--- config.mk ---
export PLATFORM = sky130hd
export DESIGN_NAME = ctrl_pipe
export DESIGN_NICKNAME = d
export VERILOG_FILES = /design/src/rtl/ctrl_pipe_pkg.sv /design/src/rtl/ctrl_pipe_stage.sv /design/src/rtl/ctrl_pipe.sv
export SDC_FILE = /design/constraint.sdc
export NUM_CORES = 1
export LEC_CHECK = 0
export BUFFER_PORTS_ARGS = -buffer_cell sky130_fd_sc_hd__buf_2
export CORE_MARGIN = 2
export CORE_UTILIZATION = 35
export CTS_CLUSTER_SIZE = 16
export DETAILED_ROUTE_END_ITERATION = 8
export MAX_ROUTING_LAYER = met4
export PLACE_DENSITY = 0.71
export SYNTH_ARGS = -nofsm -noshare
export SYNTH_HDL_FRONTEND = slang
export SYNTH_SLANG_ARGS = --single-unit
--- constraint.sdc ---
create_clock -name clk -period 2.7 [get_ports clk]
set_input_delay 0.54 -clock clk [delete_from_list [all_inputs] [get_ports clk]]
set_output_delay 0.54 -clock clk [all_outputs]
set_load 0.02 [all_outputs]
--- src/rtl/ctrl_pipe_pkg.sv ---
// Shared constants for the decoded control-bundle pipeline: default sizes,
// bit positions of the standard bundle, and the E/M/W pruning masks.
package ctrl_pipe_pkg;

  localparam int W_DEF      = 17;
  localparam int STAGES_DEF = 3;
  localparam int CW_DEF     = 32;

  localparam int B_ALUSRC    = 0;
  localparam int B_REGWRITE  = 1;
  localparam int B_MEMWRITE  = 2;
  localparam int B_MEMREAD   = 3;
  localparam int B_MEMTOREG  = 4;
  localparam int B_ALUCTL_LO = 5;
  localparam int B_ALUCTL_HI = 8;
  localparam int B_RWTYPE_LO = 9;
  localparam int B_RWTYPE_HI = 11;
  localparam int B_AUIPC     = 12;
  localparam int B_LUI       = 13;
  localparam int B_JALR      = 14;
  localparam int B_JAL       = 15;

  // Bit 16 is a spare slot so the bundle width matches the decoder output.
  typedef struct packed {
    logic       spare;
    logic       jal;
    logic       jalr;
    logic       lui;
    logic       auipc;
    logic [2:0] rw_type;
    logic [3:0] aluctl;
    logic       memtoreg;
    logic       memread;
    logic       memwrite;
    logic       regwrite;
    logic       alusrc;
  } ctrl_bundle_t;

  localparam logic [W_DEF-1:0] KEEP_E = '1;

  // Memory stage no longer needs ALU operand select or ALU opcode.
  localparam logic [W_DEF-1:0] KEEP_M =
      (W_DEF'(1) << B_JAL)      | (W_DEF'(1) << B_JALR)     |
      (W_DEF'(1) << B_LUI)      | (W_DEF'(1) << B_AUIPC)    |
      (W_DEF'(7) << B_RWTYPE_LO) |
      (W_DEF'(1) << B_MEMTOREG) | (W_DEF'(1) << B_MEMREAD)  |
      (W_DEF'(1) << B_MEMWRITE) | (W_DEF'(1) << B_REGWRITE);

  // Write back only selects the result source and the register write.
  localparam logic [W_DEF-1:0] KEEP_W =
      (W_DEF'(1) << B_JAL)      | (W_DEF'(1) << B_JALR)     |
      (W_DEF'(1) << B_LUI)      | (W_DEF'(1) << B_AUIPC)    |
      (W_DEF'(7) << B_RWTYPE_LO) |
      (W_DEF'(1) << B_MEMTOREG) | (W_DEF'(1) << B_REGWRITE);

  localparam logic [3*W_DEF-1:0] KEEP_EMW = {KEEP_W, KEEP_M, KEEP_E};

endpackage

--- src/rtl/ctrl_pipe_stage.sv ---
// One pipeline slot holding {valid, ctrl}. An empty slot always stores ctrl = 0
// so downstream logic never sees stale enables behind a cleared valid.
module ctrl_pipe_stage #(
  parameter int W = 17
) (
  input  logic       clk,
  input  logic       rst,
  input  logic       clear,
  input  logic       hold,
  input  logic       bubble,
  input  logic [W:0] d,
  output logic [W:0] q
);

  logic [W:0] q_q;
  logic [W:0] q_d;

  always_comb begin
    q_d = q_q;
    if (clear) begin
      q_d = '0;
    end else if (hold) begin
      q_d = q_q;
    end else if (bubble) begin
      q_d = '0;
    end else if (d[W]) begin
      q_d = d;
    end else begin
      q_d = '0;
    end
  end

  always_ff @(posedge clk) begin
    if (rst) begin
      q_q <= '0;
    end else begin
      q_q <= q_d;
    end
  end

  assign q = q_q;

endmodule

--- src/rtl/ctrl_pipe.sv ---
// Control-bundle pipeline from decode through STAGES stages with per-stage
// stall/flush, bubble insertion, field pruning and a retired-instruction counter.
module ctrl_pipe
  import ctrl_pipe_pkg::*;
#(
  parameter int                     W      = W_DEF,
  parameter int                     STAGES = STAGES_DEF,
  parameter logic [STAGES*W-1:0]    KEEP   = '1,
  parameter int                     CW     = CW_DEF
) (
  input  logic                clk,
  input  logic                rst,
  input  logic [W-1:0]        ctrl_d,
  input  logic                valid_d,
  output logic                in_ready,
  input  logic [STAGES-1:0]   stall,
  input  logic [STAGES-1:0]   flush,
  input  logic                cnt_clr,
  output logic [STAGES*W-1:0] ctrl_q,
  output logic [STAGES-1:0]   valid_q,
  output logic                retire,
  output logic [CW-1:0]       retire_cnt
);

  logic [STAGES-1:0] hold;
  logic [CW-1:0]     cnt_q;
  logic [CW-1:0]     cnt_d;

  // Handshake: decode offers {ctrl_d, valid_d} every cycle; it is consumed on
  // any cycle where in_ready is high, even if stage 0 is flushed that cycle.
  assign in_ready = ~hold[0];

  for (genvar k = 0; k < STAGES; k++) begin : g_stage
    logic [W:0] up;
    logic [W:0] q_k;
    logic       bub;

    // A stall anywhere downstream freezes this stage too.
    assign hold[k] = |stall[STAGES-1:k];

    if (k == 0) begin : g_first
      assign up  = {valid_d, ctrl_d & KEEP[W-1:0]};
      assign bub = 1'b0;
    end else begin : g_rest
      assign up  = {valid_q[k-1], ctrl_q[(k-1)*W +: W] & KEEP[k*W +: W]};
      assign bub = hold[k-1];
    end

    ctrl_pipe_stage #(.W(W)) u_stage (
      .clk    (clk),
      .rst    (rst),
      .clear  (flush[k]),
      .hold   (hold[k]),
      .bubble (bub),
      .d      (up),
      .q      (q_k)
    );

    assign ctrl_q[k*W +: W] = q_k[W-1:0];
    assign valid_q[k]       = q_k[W];
  end

  assign retire = valid_q[STAGES-1] & ~stall[STAGES-1] & ~flush[STAGES-1];

  always_comb begin
    cnt_d = cnt_q;
    if (cnt_clr) begin
      cnt_d = '0;
    end else if (retire) begin
      cnt_d = cnt_q + CW'(1);
    end
  end

  always_ff @(posedge clk) begin
    if (rst) begin
      cnt_q <= '0;
    end else begin
      cnt_q <= cnt_d;
    end
  end

  assign retire_cnt = cnt_q;

endmodule

# Word-level counts from Yosys, hierarchy flattened
# Cells that the tools add are included.
# word_totals
register_bits	86
input_bits	27
output_inout_bits	88
word_cells	21
# op_classes
n_addsub	1
muxes	5
n_bitwise	5
n_reduce_logical	6
# op_table
cell	n
18-bit 2-to-1 mux	5
32-bit by 1-bit adder with 32-bit output (second input constant)	1
2-bit OR reduction	5
1-bit NOT	3
3-bit OR reduction	1
1-bit AND	2

# Logic depth before layout (Yosys ltp)
# Gate-level depths: netlist of run 1.
# depth
depth_word	3
mapped_depth	8
mapped_depth_nobuf	5

# Hierarchy
# A second synthesis of run 1 with hierarchy kept.
# unflattened
hier_cells	317
hier_area_um2	3394.5
# by_module_without_submodules
module	n_inst	cells_per_inst	area_each_um2	seq_area_each_um2
ctrl_pipe_stage	3	43	616.8	360.3
ctrl_pipe	1	188	1544.0	640.6

# Least setup slack after synthesis of run 1
# OpenSTA, ideal clock, no wires.
# synth_timing
path_type	input-to-output
startpoint	input port stall[2]
endpoint	output port in_ready
arrival_time_ps	1700
t_required_ps	2160
slack_ps	460
stages	5
n_path_buf	3
path_cell_list	or3_1 clkbuf_1 inv_1 clkbuf_1 buf_2
# synth_between
elab_chain_len	2
# synth_lines
element	line	rtl
from (decl)	ctrl_pipe.sv:16	input logic [STAGES-1:0] stall,
3-bit OR reduction	ctrl_pipe.sv:39	assign hold[k] = |stall[STAGES-1:k];
1-bit NOT	ctrl_pipe.sv:31	assign in_ready = ~hold[0];
to (decl)	ctrl_pipe.sv:15	output logic in_ready,
# Every way passes these cells.

# Final worst setup path of run 1
# layout_timing
startpoint	register cnt_q[5], in the netlist retire_cnt[5]
endpoint	register cnt_q[21], in the netlist retire_cnt[21]
# layout_between
elab_chain_len	1
# layout_lines
element	line	rtl
from (decl)	ctrl_pipe.sv:26	logic [CW-1:0] cnt_q;
from (signal assigned)	ctrl_pipe.sv:78	cnt_q <= cnt_d;
32-bit by 1-bit adder with 32-bit output	ctrl_pipe.sv:70	cnt_d = cnt_q + CW'(1);
# Every way passes these cells.
# A chain may end at the register's enable or synchronous reset.

==> results of run 1 <==
[worst min path at each step]
stage	from	slack (ps)	depth (start not counted)	endpoint
after global routing	ctrl_d[4]	430	3	g_stage[0].u_stage.q[4]$_SDFFE_PP0P_
after CTS	ctrl_d[5]	430	3	g_stage[0].u_stage.q[5]$_SDFFE_PP0P_
final	ctrl_d[2]	450	3	g_stage[0].u_stage.q[2]$_SDFFE_PP0P_
after detailed placement	g_stage[0].u_stage.q[10]$_SDFFE_PP0P_	460	2	g_stage[0].u_stage.q[10]$_SDFFE_PP0P_
after global placement	retire_cnt[31]$_SDFFE_PP0P_	450	2	retire_cnt[31]$_SDFFE_PP0P_
after floorplan	retire_cnt[31]$_SDFFE_PP0P_	540	2	retire_cnt[31]$_SDFFE_PP0P_
[cell usage in the layout (no fill, tap or decap), drive strengths merged, types with 4 or more instances in the layout]
cell and count:
xor2 5, clkbuf 10, a21oi 40, nand2 31, nor2 48, o21ai 6
o31ai 14, a22oi 34, and4 5, nand3 25, or2 6, buf 119
or4 17, or3 8, dfxtp 86, xnor2 4, inv 11, nand4 8
[cell type report]
type | instances | area, um^2 | area share (%)
clock buffer | 10 | 127.6 | 2.985
inverter | 9 | 33.78 | 0.7902
clock inverter | 6 | 68.82 | 1.610
timing repair buffer | 119 | 608.1 | 14.22
sequential | 86 | 1722 | 40.27
tap | 133 | 166.4 | 3.892
multi-input combinational | 266 | 1549 | 36.23
[registers in the layout, indices dropped and copies added (netlist names)]
signal	count
g_stage.u_stage.q	54
retire_cnt	32
[routing by layer]
metal  GRT usage (%)  vias to the layer above  share of wire, %
met5               -                        -                 0
met4           4.453                        0               1.1
met3           4.301                       11               4.5
met2           27.82                       97                47
met1           21.91                     1560                47
li1                -                     1613                 -
[power by group through the flow]
stage	logic, uW	clock network, uW	registers, uW
after floorplan	44.1	0	1300
after global placement	78.1	0	1300
after detailed placement	79.9	0	1300
after CTS	80.1	938	1270
after global routing	88.1	991	1270
final	80.2	907	1270
[worst min-delay path, delay by kind of cell]
kind | cells | cell delay [ps]
AO/OA/AOI/OAI | 1 | 60
buffers and inverters | 1 | 100
AND/OR/NAND/NOR | 1 | 70
[per-stage QoR]
stage	hold slack, ps	area, um^2	setup slack [ps]	util (%)	std cells
after global routing	427.7	4275	448.9	44.15	629
after CTS	428.0	4275	585.4	44.15	629
final	446.4	4275	568.1	44.15	629
after detailed placement	460.1	4079	376.5	42.12	613
after floorplan	538.5	3452	460.2	-	391
after global placement	454.0	4079	463.1	42.12	613
[kinds of logic (layout without fill, tap and decap cells)]
| logic type | Yosys count | count (layout) | synth area share, % |
|---|---|---|---|
| buf+inv | 39 | 144 | 5.255 |
| fa+ha+maj | 1 | 1 | 0.3624 |
| mux | 2 | 2 | 0.5799 |
| simple gates | 158 | 158 | 24.03 |
| compound gates | 96 | 96 | 17.61 |
| flops | 86 | 86 | 49.87 |
| xor+xnor | 9 | 9 | 2.283 |
==> summary.txt, run 1 <==
Global route
  • Overall global routing resource usage: 17.31%
  • Antenna violations before repair: 0
  • Wire length of the first global-routing pass: 14.33 mm
  • Remaining global-route overflow: 0
  • Pin count of the biggest net entering global routing: 31
  • Via count of the first global-routing pass: 2,922

Drt
  • Violation count after the first detailed-routing iteration: 130
  • First-pass detailed-route iteration total: 5
  • Vias per cell: 5.216
  • Post-detailed-routing wire length: 9.107 mm
  • Drt wl/cell: 14.48 um
  • Number of vias in the routed layout: 3,281
  • Remaining routing DRC violations: 0
  • Residual antenna-violating net count after detailed routing: 0

Synthesis
  • Post-synth top area cell: sky130_fd_sc_hd__dfxtp_1
  • Cell count after synthesis: 391
  • Yosys synthesis warning count: 0
  • Library cell with the highest instance count after synthesis: sky130_fd_sc_hd__dfxtp_1
  • Cell variety after synth: 38
  • Count of flip-flops with a built-in enable after synthesis: 0
  • Flip-flop cell with the highest count after synthesis: sky130_fd_sc_hd__dfxtp_1
  • Proportion of synthesized flip-flops having asynchronous set or reset: 0%
  • Mean area per synthesized cell: 8.829 um^2
  • Cell types with the highest counts after synthesis: 86 x sky130_fd_sc_hd__dfxtp_1, 48 x sky130_fd_sc_hd__nor2_1, 40 x sky130_fd_sc_hd__a21oi_1, 34 x sky130_fd_sc_hd__a22oi_1, 31 x sky130_fd_sc_hd__nand2_1
  • Net count after synthesis: 419
  • Post-synthesis instance area: 3452 um^2
  • Top cells by area in the synthesized netlist: sky130_fd_sc_hd__dfxtp_1 50%, sky130_fd_sc_hd__a22oi_1 7.4%, sky130_fd_sc_hd__a21oi_1 5.8%, sky130_fd_sc_hd__nor2_1 5.2%, sky130_fd_sc_hd__nand3_1 3.6%
  • Proportion of synthesized chip area in sequential cells: 49.87%
  • Synthesis-stage register bit count: 86
  • Fraction of post-synthesis cell area in the top cell type by area: 49.87%

Power
  • Overall Power: 2258 uW
  • Peak VDD IR: 0.2544 mV
  • Power Internal: 1730 uW
  • Power per unit of standard cell area: 528.2 nW/um^2
  • Switching power share of the total: 23.42%
  • Leakage: 0.001669 uW
  • Seq pwr share: 56.3%
  • Portion of total power attributed to combinational logic: 3.6%
  • Clock network fraction of total power: 40.2%
  • Power spent charging and discharging nets: 528.8 uW

Setup path
  • Critical R2R Launch: retire_cnt[5]$_SDFFE_PP0P_
  • Stages on the worst setup path: 4
  • Crit path launch: retire_cnt[5]$_SDFFE_PP0P_
  • Sequence of cells on the critical path: nand4_2 > or4_4 > or4_1 > a21oi_1
  • Critical-path cell with the highest stage delay: sky130_fd_sc_hd__or4_4
  • Crit Path Max Fanout: 30
  • Req. time, crit path: 2970 ps
  • Delay of the slowest critical-path stage: 700 ps
  • Largest delay share family, worst path: simple AND/OR/NAND/NOR gates
  • Critical Path AT: 2400 ps
  • Termination of the worst setup path: retire_cnt[21]$_SDFFE_PP0P_
  • FF-to-FF setup slack: 570 ps
  • Depth of the worst register-to-register path: 4
  • Critical R2R Capture: retire_cnt[21]$_SDFFE_PP0P_
  • Worst Path Buf+Inv: 0
  • Critical Path Start Type: flip-flop
  • Kind of critical path: flip-flop to flip-flop
  • Endpoint class of the critical path: flip-flop

Run status
  • Status: completed

Clock network
  • Number of H-tree levels: 3
  • Clock-pin slew reported for the worst setup and hold paths after clock tree synthesis: 100 ps
  • Clock tree from TritonCTS: built
  • Hold-fix buffer count after cts: 0
  • Clock latency of the later-clocked register in the worst-skew pair: 350 ps
  • Clock buffers created by TritonCTS: 9
  • Number of setup buffers added after CTS: 0
  • Quantity of gates resized following cts: 0
  • Clock root buffer: sky130_fd_sc_hd__clkbuf_8
  • Deepest clock path buffer count: 2
  • Number of sinks on the clock net: 86

Timing
  • Fin Setup TNS: 0 ps
  • Upper clock frequency limit: 469.1 MHz
  • Slew at the pin closest to its max-slew limit: 645.5 ps
  • Setup violators final: 0
  • Minimum period implied by the final worst setup slack: 2132 ps
  • RSZ-0062 raised after global routing: no
  • Hold violation total from the final report: 0
  • Final critical-path share of the clock period: 78.96%
  • Headroom to the max-slew limit: 56.97%
  • Fin. max-slew vios: 0
  • Largest clock skew in the final design: 17.16 ps

Floorplan
  • Top-Level Pins: 115
  • Horizontal die dimension: 103.3 um
  • Core Footprint: 9684 um^2
  • Chip height: 103.3 um
  • Rows: 36
  • Effective utilization at floorplan: 35.65%
  • Area of the die: 10,670 um^2

Finish
  • Fill cell total of the finished layout: 954
  • Proportion of layout cells with a drive suffix above 1: 29.44%
  • Number of inserted diodes: 0
  • Layout Area Growth over Synthesis: 23.85%
  • Net count reported at finish: 519

Place
  • Post-DP HPWL: 6.712 mm
  • Port Buffer Count: 114
  • Final Wtd Congestion: 0.7997

Job
  • Number of max-capacitance violations reported: 0

Worst hold path
  • Worst hold path class: primary input to flip-flop
Note: power is estimated with default switching activity, not from simulation.
==> run 2: changes to the inputs <==
Settings changed: PLACE_DENSITY 0.71 to 0.73.
Clock period 2.7 ns to 1.95 ns, I/O delays scaled along.
==> run 2 against run 1 <==
Non-clock buffer count rose by 29. Sequential power rose by 39%. Flip-flop and latch count did not move. Die area did not move. Clock power rose by 53%. Critical path depth rose by 1. Cell count rose by 4.9%. Clock skew fell by 10 ps. First-iteration DRC count fell by 18%. Critical endpoint is now retire_cnt[14]$_SDFFE_PP0P_.
==> summary.txt, run 2 (synthesized netlist as in run 1, its figures left out) <==
Power
  • Portion of total power attributed to combinational logic: 3.4% (was 3.6%)
  • Leakage: 0.001845 uW (was 0.001669 uW)
  • Power Internal: 2521 uW (was 1730 uW)
  • Power per unit of standard cell area: 710.3 nW/um^2 (was 528.2 nW/um^2)
  • Seq pwr share: 53.9% (was 56.3%)
  • Power spent charging and discharging nets: 735.9 uW (was 528.8 uW)
  • Switching power share of the total: 22.59% (was 23.42%)
  • Clock network fraction of total power: 42.6% (was 40.2%)
  • Peak VDD IR: 0.3646 mV (was 0.2544 mV)
  • Overall Power: 3257 uW (was 2258 uW)

Place
  • Post-DP HPWL: 7.117 mm (was 6.712 mm)
  • Final Wtd Congestion: 0.8018 (was 0.7997)
  • Port Buffer Count: 114 (unchanged)
  • Placed Instance Area: 4322 um^2 (was 4079 um^2)
  • Placed instance count: 642 (was 613)

Finish
  • Proportion of layout cells with a drive suffix above 1: 36.05% (was 29.44%)
  • Design area: 4586 um^2 (was 4275 um^2)
  • Largest register FFs: 54 (unchanged)
  • Fill cell total of the finished layout: 949 (was 954)
  • Number of inserted diodes: 0 (unchanged)
  • Number of standard cells in the layout, taps in and fillers out: 660 (was 629)
  • Most frequent standard cell in the layout excluding fill and tap cells: sky130_fd_sc_hd__buf_2 (unchanged)
  • Top library cells by usage in the layout, fill and taps aside: 114 x sky130_fd_sc_hd__buf_2, 76 x sky130_fd_sc_hd__dfxtp_1, 48 x sky130_fd_sc_hd__nor2_1 (was 114 x sky130_fd_sc_hd__buf_2, 86 x sky130_fd_sc_hd__dfxtp_1, 48 x sky130_fd_sc_hd__nor2_1)
  • Layout Area Growth over Synthesis: 32.84% (was 23.85%)
  • Net count reported at finish: 550 (was 519)

Setup path
  • Largest delay share family, worst path: simple AND/OR/NAND/NOR gates (unchanged)
  • Req. time, crit path: 2230 ps (was 2970 ps)
  • Critical Path Start Type: flip-flop (unchanged)
  • Delay of the slowest critical-path stage: 550 ps (was 700 ps)
  • Sequence of cells on the critical path: nand4_4 > buf_4 > or4_4 > or4_1 > a21oi_1 (was nand4_2 > or4_4 > or4_1 > a21oi_1)
  • Crit Path Max Fanout: 7 (was 30)
  • Critical Path AT: 2160 ps (was 2400 ps)
  • Endpoint class of the critical path: flip-flop (unchanged)
  • Worst Path Buf+Inv: 1 (was 0)
  • Kind of critical path: flip-flop to flip-flop (unchanged)
  • Critical-path cell with the highest stage delay: sky130_fd_sc_hd__or4_4 (unchanged)

Clock network
  • Clock root buffer: sky130_fd_sc_hd__clkbuf_8 (unchanged)
  • Number of H-tree levels: 3 (unchanged)
  • Clock tree from TritonCTS: built (unchanged)
  • Number of sinks on the clock net: 86 (unchanged)
  • Clock buffers created by TritonCTS: 9 (unchanged)
  • Number of setup buffers added after CTS: 0 (unchanged)
  • Deepest clock path buffer count: 2 (unchanged)
  • Clock-pin slew reported for the worst setup and hold paths after clock tree synthesis: 90 ps (was 100 ps)
  • Clock latency of the later-clocked register in the worst-skew pair: 350 ps (about the same)

Timing
  • RSZ-0062 raised after global routing: yes (was no)
  • Slew at the pin closest to its max-slew limit: 587.5 ps (was 645.5 ps)
  • Fin Setup TNS: 0 ps (unchanged)
  • Upper clock frequency limit: 533.2 MHz (was 469.1 MHz)
  • Minimum period implied by the final worst setup slack: 1875 ps (was 2132 ps)
  • Fin. max-slew vios: 0 (unchanged)
  • Setup violators final: 0 (unchanged)
  • Final critical-path share of the clock period: 96.17% (was 78.96%)
  • Headroom to the max-slew limit: 60.83% (was 56.97%)
  • Largest clock skew in the final design: 6.877 ps (was 17.16 ps)
  • Worst hold slack: 299.7 ps (was 446.4 ps)
  • Hold violation total from the final report: 0 (unchanged)

Drt
  • Number of vias in the routed layout: 3,423 (was 3,281)
  • Residual antenna-violating net count after detailed routing: 0 (unchanged)
  • Post-detailed-routing wire length: 9.650 mm (was 9.107 mm)
  • Remaining routing DRC violations: 0 (unchanged)
  • Vias per cell: 5.186 (was 5.216)
  • Drt wl/cell: 14.62 um (was 14.48 um)
  • First-pass detailed-route iteration total: 4 (was 5)
  • Violation count after the first detailed-routing iteration: 107 (was 130)

Floorplan
  • Core Footprint: 9684 um^2 (unchanged)
  • Effective utilization at floorplan: 35.65% (unchanged)
  • Horizontal die dimension: 103.3 um (unchanged)
  • Rows: 36 (unchanged)
  • Chip height: 103.3 um (unchanged)
  • Area of the die: 10,670 um^2 (unchanged)
  • Top-Level Pins: 115 (unchanged)

Global route
  • Overall global routing resource usage: 18.45% (was 17.31%)
  • Via count of the first global-routing pass: 3,172 (was 2,922)
  • Wire length of the first global-routing pass: 15.11 mm (was 14.33 mm)
  • Antenna violations before repair: 0 (unchanged)
  • Remaining global-route overflow: 0 (unchanged)
  • Pin count of the biggest net entering global routing: 31 (unchanged)

Job
  • Number of max-capacitance violations reported: 0 (unchanged)

Worst hold path
  • Worst hold path class: primary input to flip-flop (unchanged)

Run status
  • Status: completed (unchanged)
## run 2: cell types whose count changed in the layout (fill, tap and decap cells not counted), sizes merged
cell,change
buf,+29
clkinv,-2
clkinvlp,+1
or4,+2
bufinv,+1
## run 2: layer usage
layer  vias up  wire [um]  track usage (%)  share of wire, %
met5         -          0                -                 0
met4         0        146            6.073               1.5
met3        12        538            4.435               5.6
met2       108       4860            31.12                50
met1      1612       4105            21.66                43
li1       1691          -                -                 -
## run 2: cell type report
cell class	instances	area [um^2]	share of cell area [%]
Sequential cell	86	1739	37.93
Clock inverter	6	92.59	2.019
Tap cell	133	166.4	3.629
Timing Repair Buffer	148	838.3	18.28
Clock buffer	10	127.6	2.783
Multi-Input combinational cell	268	1588	34.62
Inverter	9	33.78	0.7367
## run 2: metrics by stage
step / setup slack, ps / utilization (%)
finish: 74.62 / 47.35
global route: 1.518 / 47.35
CTS: 15.36 / 46.90
detailed placement: -166.9 / 44.63
global placement: -139.7 / 44.63
floorplan: 6.852 / -
## run 2: repair_timing
action                     4_1_cts  5_1_grt
hold buffers                     0        0
setup endpoints to repair        0       17
gates resized for setup          0        8
## run 2: worst paths after layout
check,startpoint,to,slack (ps),cells past startpoint
hold / removal,ctrl_d[11],g_stage[0].u_stage.q[11]$_SDFFE_PP0P_,300,3
hold reg to reg,g_stage[0].u_stage.q[13]$_SDFFE_PP0P_,g_stage[0].u_stage.q[13]$_SDFFE_PP0P_,480,2
setup / recovery,retire_cnt[7]$_SDFFE_PP0P_,retire_cnt[14]$_SDFFE_PP0P_,70,5
setup reg to reg,retire_cnt[7]$_SDFFE_PP0P_,retire_cnt[14]$_SDFFE_PP0P_,70,5
## run 2: power groups by stage
stage,clock [uW],combinational [uW],sequential (uW)
4_1_cts,1430,112,1760
5_1_grt,1510,125,1760
6_report,1390,111,1760
2_1_floorplan,0,61.0,1800
3_3_place_gp,0,108,1800
3_5_place_dp,0,112,1800
## run 2: tightest hold or removal path: cells and delay by family
kind / cells / cell delay [ps]
buffers and inverters: 1 / 100
AND/OR/NAND/NOR: 1 / 70
AO/OA/AOI/OAI: 1 / 60
==> run 3: changes to the inputs <==
Settings changed: MAX_ROUTING_LAYER met4 to unset.
==> run 3 against run 2 <==
Clock skew about the same. Register-to-register slack about the same. Non-clock buffer count unchanged. Wire length about the same. Combinational power about the same.
==> summary.txt, run 3 (synthesized netlist as in run 1, its figures left out) <==
Run status
  • Status: completed (unchanged)

Setup path
  • Endpoint class of the critical path: flip-flop (unchanged)
  • Kind of critical path: flip-flop to flip-flop (unchanged)
  • Critical Path Start Type: flip-flop (unchanged)
  • FF-to-FF setup slack: 60 ps (was 70 ps)
  • Critical Path AT: 2170 ps (was 2160 ps)
  • Crit Path Max Fanout: 7 (unchanged)
  • Depth of the worst register-to-register path: 5 (unchanged)
  • Req. time, crit path: 2230 ps (about the same)
  • Critical R2R Launch: retire_cnt[7]$_SDFFE_PP0P_ (unchanged)
  • Critical R2R Capture: retire_cnt[14]$_SDFFE_PP0P_ (unchanged)

Floorplan
  • Area of the die: 10,670 um^2 (unchanged)
  • Effective utilization at floorplan: 35.65% (unchanged)
  • Core Footprint: 9684 um^2 (unchanged)
  • Top-Level Pins: 115 (unchanged)
  • Horizontal die dimension: 103.3 um (unchanged)
  • Rows: 36 (unchanged)
  • Chip height: 103.3 um (unchanged)

Drt
  • Number of vias in the routed layout: 3,409 (was 3,423)
  • Remaining routing DRC violations: 0 (unchanged)
  • First-pass detailed-route iteration total: 4 (unchanged)
  • Residual antenna-violating net count after detailed routing: 0 (unchanged)
  • Drt wl/cell: 14.62 um (about the same)
  • Violation count after the first detailed-routing iteration: 108 (was 107)
  • Post-detailed-routing wire length: 9.648 mm (was 9.650 mm)
  • Vias per cell: 5.165 (was 5.186)

Timing
  • Upper clock frequency limit: 529.7 MHz (was 533.2 MHz)
  • Headroom to the max-slew limit: 60.71% (was 60.83%)
  • Final critical-path share of the clock period: 96.81% (was 96.17%)
  • Fin. max-slew vios: 0 (unchanged)
  • Hold violation total from the final report: 0 (unchanged)
  • Setup violators final: 0 (unchanged)
  • Worst hold slack: 301.0 ps (was 299.7 ps)
  • RSZ-0062 raised after global routing: yes (unchanged)
  • Final worst setup slack: 62.20 ps (was 74.62 ps)
  • Largest clock skew in the final design: 7.236 ps (was 6.877 ps)
  • Minimum period implied by the final worst setup slack: 1888 ps (was 1875 ps)
  • Slew at the pin closest to its max-slew limit: 589.4 ps (was 587.5 ps)
  • Fin Setup TNS: 0 ps (unchanged)

Worst hold path
  • Cell depth of the worst min-delay path: 3 (unchanged)
  • Hold Startpoint: ctrl_d[11] (unchanged)
  • Capture endpoint of the worst hold path: g_stage[0].u_stage.q[11]$_SDFFE_PP0P_ (unchanged)
  • Worst hold path class: primary input to flip-flop (unchanged)

Clock network
  • Clock tree from TritonCTS: built (unchanged)
  • Hold-fix buffer count after cts: 0 (unchanged)
  • Clock-pin slew reported for the worst setup and hold paths after clock tree synthesis: 90 ps (about the same)
  • Clock buffers created by TritonCTS: 9 (unchanged)
  • Deepest clock path buffer count: 2 (unchanged)
  • Number of setup buffers added after CTS: 0 (unchanged)
  • Clock latency of the later-clocked register in the worst-skew pair: 360 ps (was 350 ps)
  • Number of H-tree levels: 3 (unchanged)
  • Number of sinks on the clock net: 86 (unchanged)
  • Clock root buffer: sky130_fd_sc_hd__clkbuf_8 (unchanged)

Power
  • Leakage: 0.001845 uW (unchanged)
  • Peak VDD IR: 0.3635 mV (was 0.3646 mV)
  • Power per unit of standard cell area: 710.4 nW/um^2 (was 710.3 nW/um^2)

Place
  • Placed Instance Area: 4322 um^2 (unchanged)
  • Pre-CTS setup slack: -166.9 ps (unchanged)
  • Final Wtd Congestion: 0.7907 (was 0.8018)
  • Post-DP HPWL: 7.117 mm (unchanged)
  • Port Buffer Count: 114 (unchanged)

Finish
  • Top library cells by usage in the layout, fill and taps aside: 114 x sky130_fd_sc_hd__buf_2, 76 x sky130_fd_sc_hd__dfxtp_1, 48 x sky130_fd_sc_hd__nor2_1 (unchanged)
  • Largest register FFs: 54 (unchanged)
  • Number of inserted diodes: 0 (unchanged)
  • Net count reported at finish: 550 (unchanged)
  • Layout Area Growth over Synthesis: 32.84% (unchanged)
  • Most frequent standard cell in the layout excluding fill and tap cells: sky130_fd_sc_hd__buf_2 (unchanged)
  • Design area: 4586 um^2 (unchanged)
  • Proportion of layout cells with a drive suffix above 1: 36.05% (unchanged)
  • End-of-flow core utilization: 47.35% (unchanged)

Job
  • Number of max-capacitance violations reported: 0 (unchanged)

Global route
  • Antenna violations before repair: 0 (unchanged)
  • Wire length of the first global-routing pass: 15.12 mm (was 15.11 mm)
  • Pin count of the biggest net entering global routing: 31 (unchanged)
  • Via count of the first global-routing pass: 3,174 (was 3,172)
  • Overall global routing resource usage: 17.90% (was 18.45%)
  • Remaining global-route overflow: 0 (unchanged)
## run 3: routing by layer
metal	vias to the layer above	track usage [%]	share of wire (%)
met5	-	0	0
met4	0	6.073	1.3
met3	10	4.973	6.2
met2	111	31.17	51
met1	1602	21.24	42
li1	1686	-	-
## run 3: timing repair
action                                 in CTS  in global routing
endpoints found under the hold margin       0                  0
resized for setup                           0                  8
setup endpoints to repair                   0                 17
## run 3: how the worst max path moves through the flow
| stage | cells past startpoint | slack, ps | endpoint | startpoint |
|---|---|---|---|---|
| 3_3_place_gp | 5 | -140 | retire_cnt[26]$_SDFFE_PP0P_ | flush[2] |
| 2_1_floorplan | 5 | 7 | retire_cnt[20]$_SDFFE_PP0P_ | retire_cnt[8]$_SDFFE_PP0P_ |
| 6_report | 5 | 60 | retire_cnt[14]$_SDFFE_PP0P_ | retire_cnt[7]$_SDFFE_PP0P_ |
| 4_1_cts | 5 | 20 | retire_cnt[14]$_SDFFE_PP0P_ | retire_cnt[7]$_SDFFE_PP0P_ |
| 5_1_grt | 4 | 1 | retire_cnt[26]$_SDFFE_PP0P_ | g_stage[2].u_stage.q[17]$_SDFFE_PP0N_ |
| 3_5_place_dp | 5 | -170 | retire_cnt[30]$_SDFFE_PP0P_ | flush[2] |
## run 3: critical path, cell delays in order, from the launching register on
cell,delay (ps)
sky130_fd_sc_hd__dfxtp_2,360
sky130_fd_sc_hd__nand4_4,140
sky130_fd_sc_hd__buf_4,170
sky130_fd_sc_hd__or4_4,550
sky130_fd_sc_hd__or4_1,430
sky130_fd_sc_hd__a21oi_1,170
## run 3: area by class of cell
class,instances,area [um^2]
clock buffer,10,127.6
clock inverter,6,92.59
fill,949,5099
inverter,9,33.78
multi-input combinational,268,1588
sequential,86,1739
tap,133,166.4
timing repair buffer,148,838.3
## run 3: metrics by stage
stage / power [uW] / cells
after floorplan: 1866 / 391
after global placement: 1909 / 642
after detailed placement: 1913 / 642
after CTS: 3304 / 658
after global routing: 3391 / 660
final: 3258 / 660
## run 3: report_power, final
group	switching, uW	internal [uW]	total (uW)
Combinational	75.4	36.0	111
Sequential	2.47	1750	1760
Clock	658	731	1390
Total	736	2520	3260
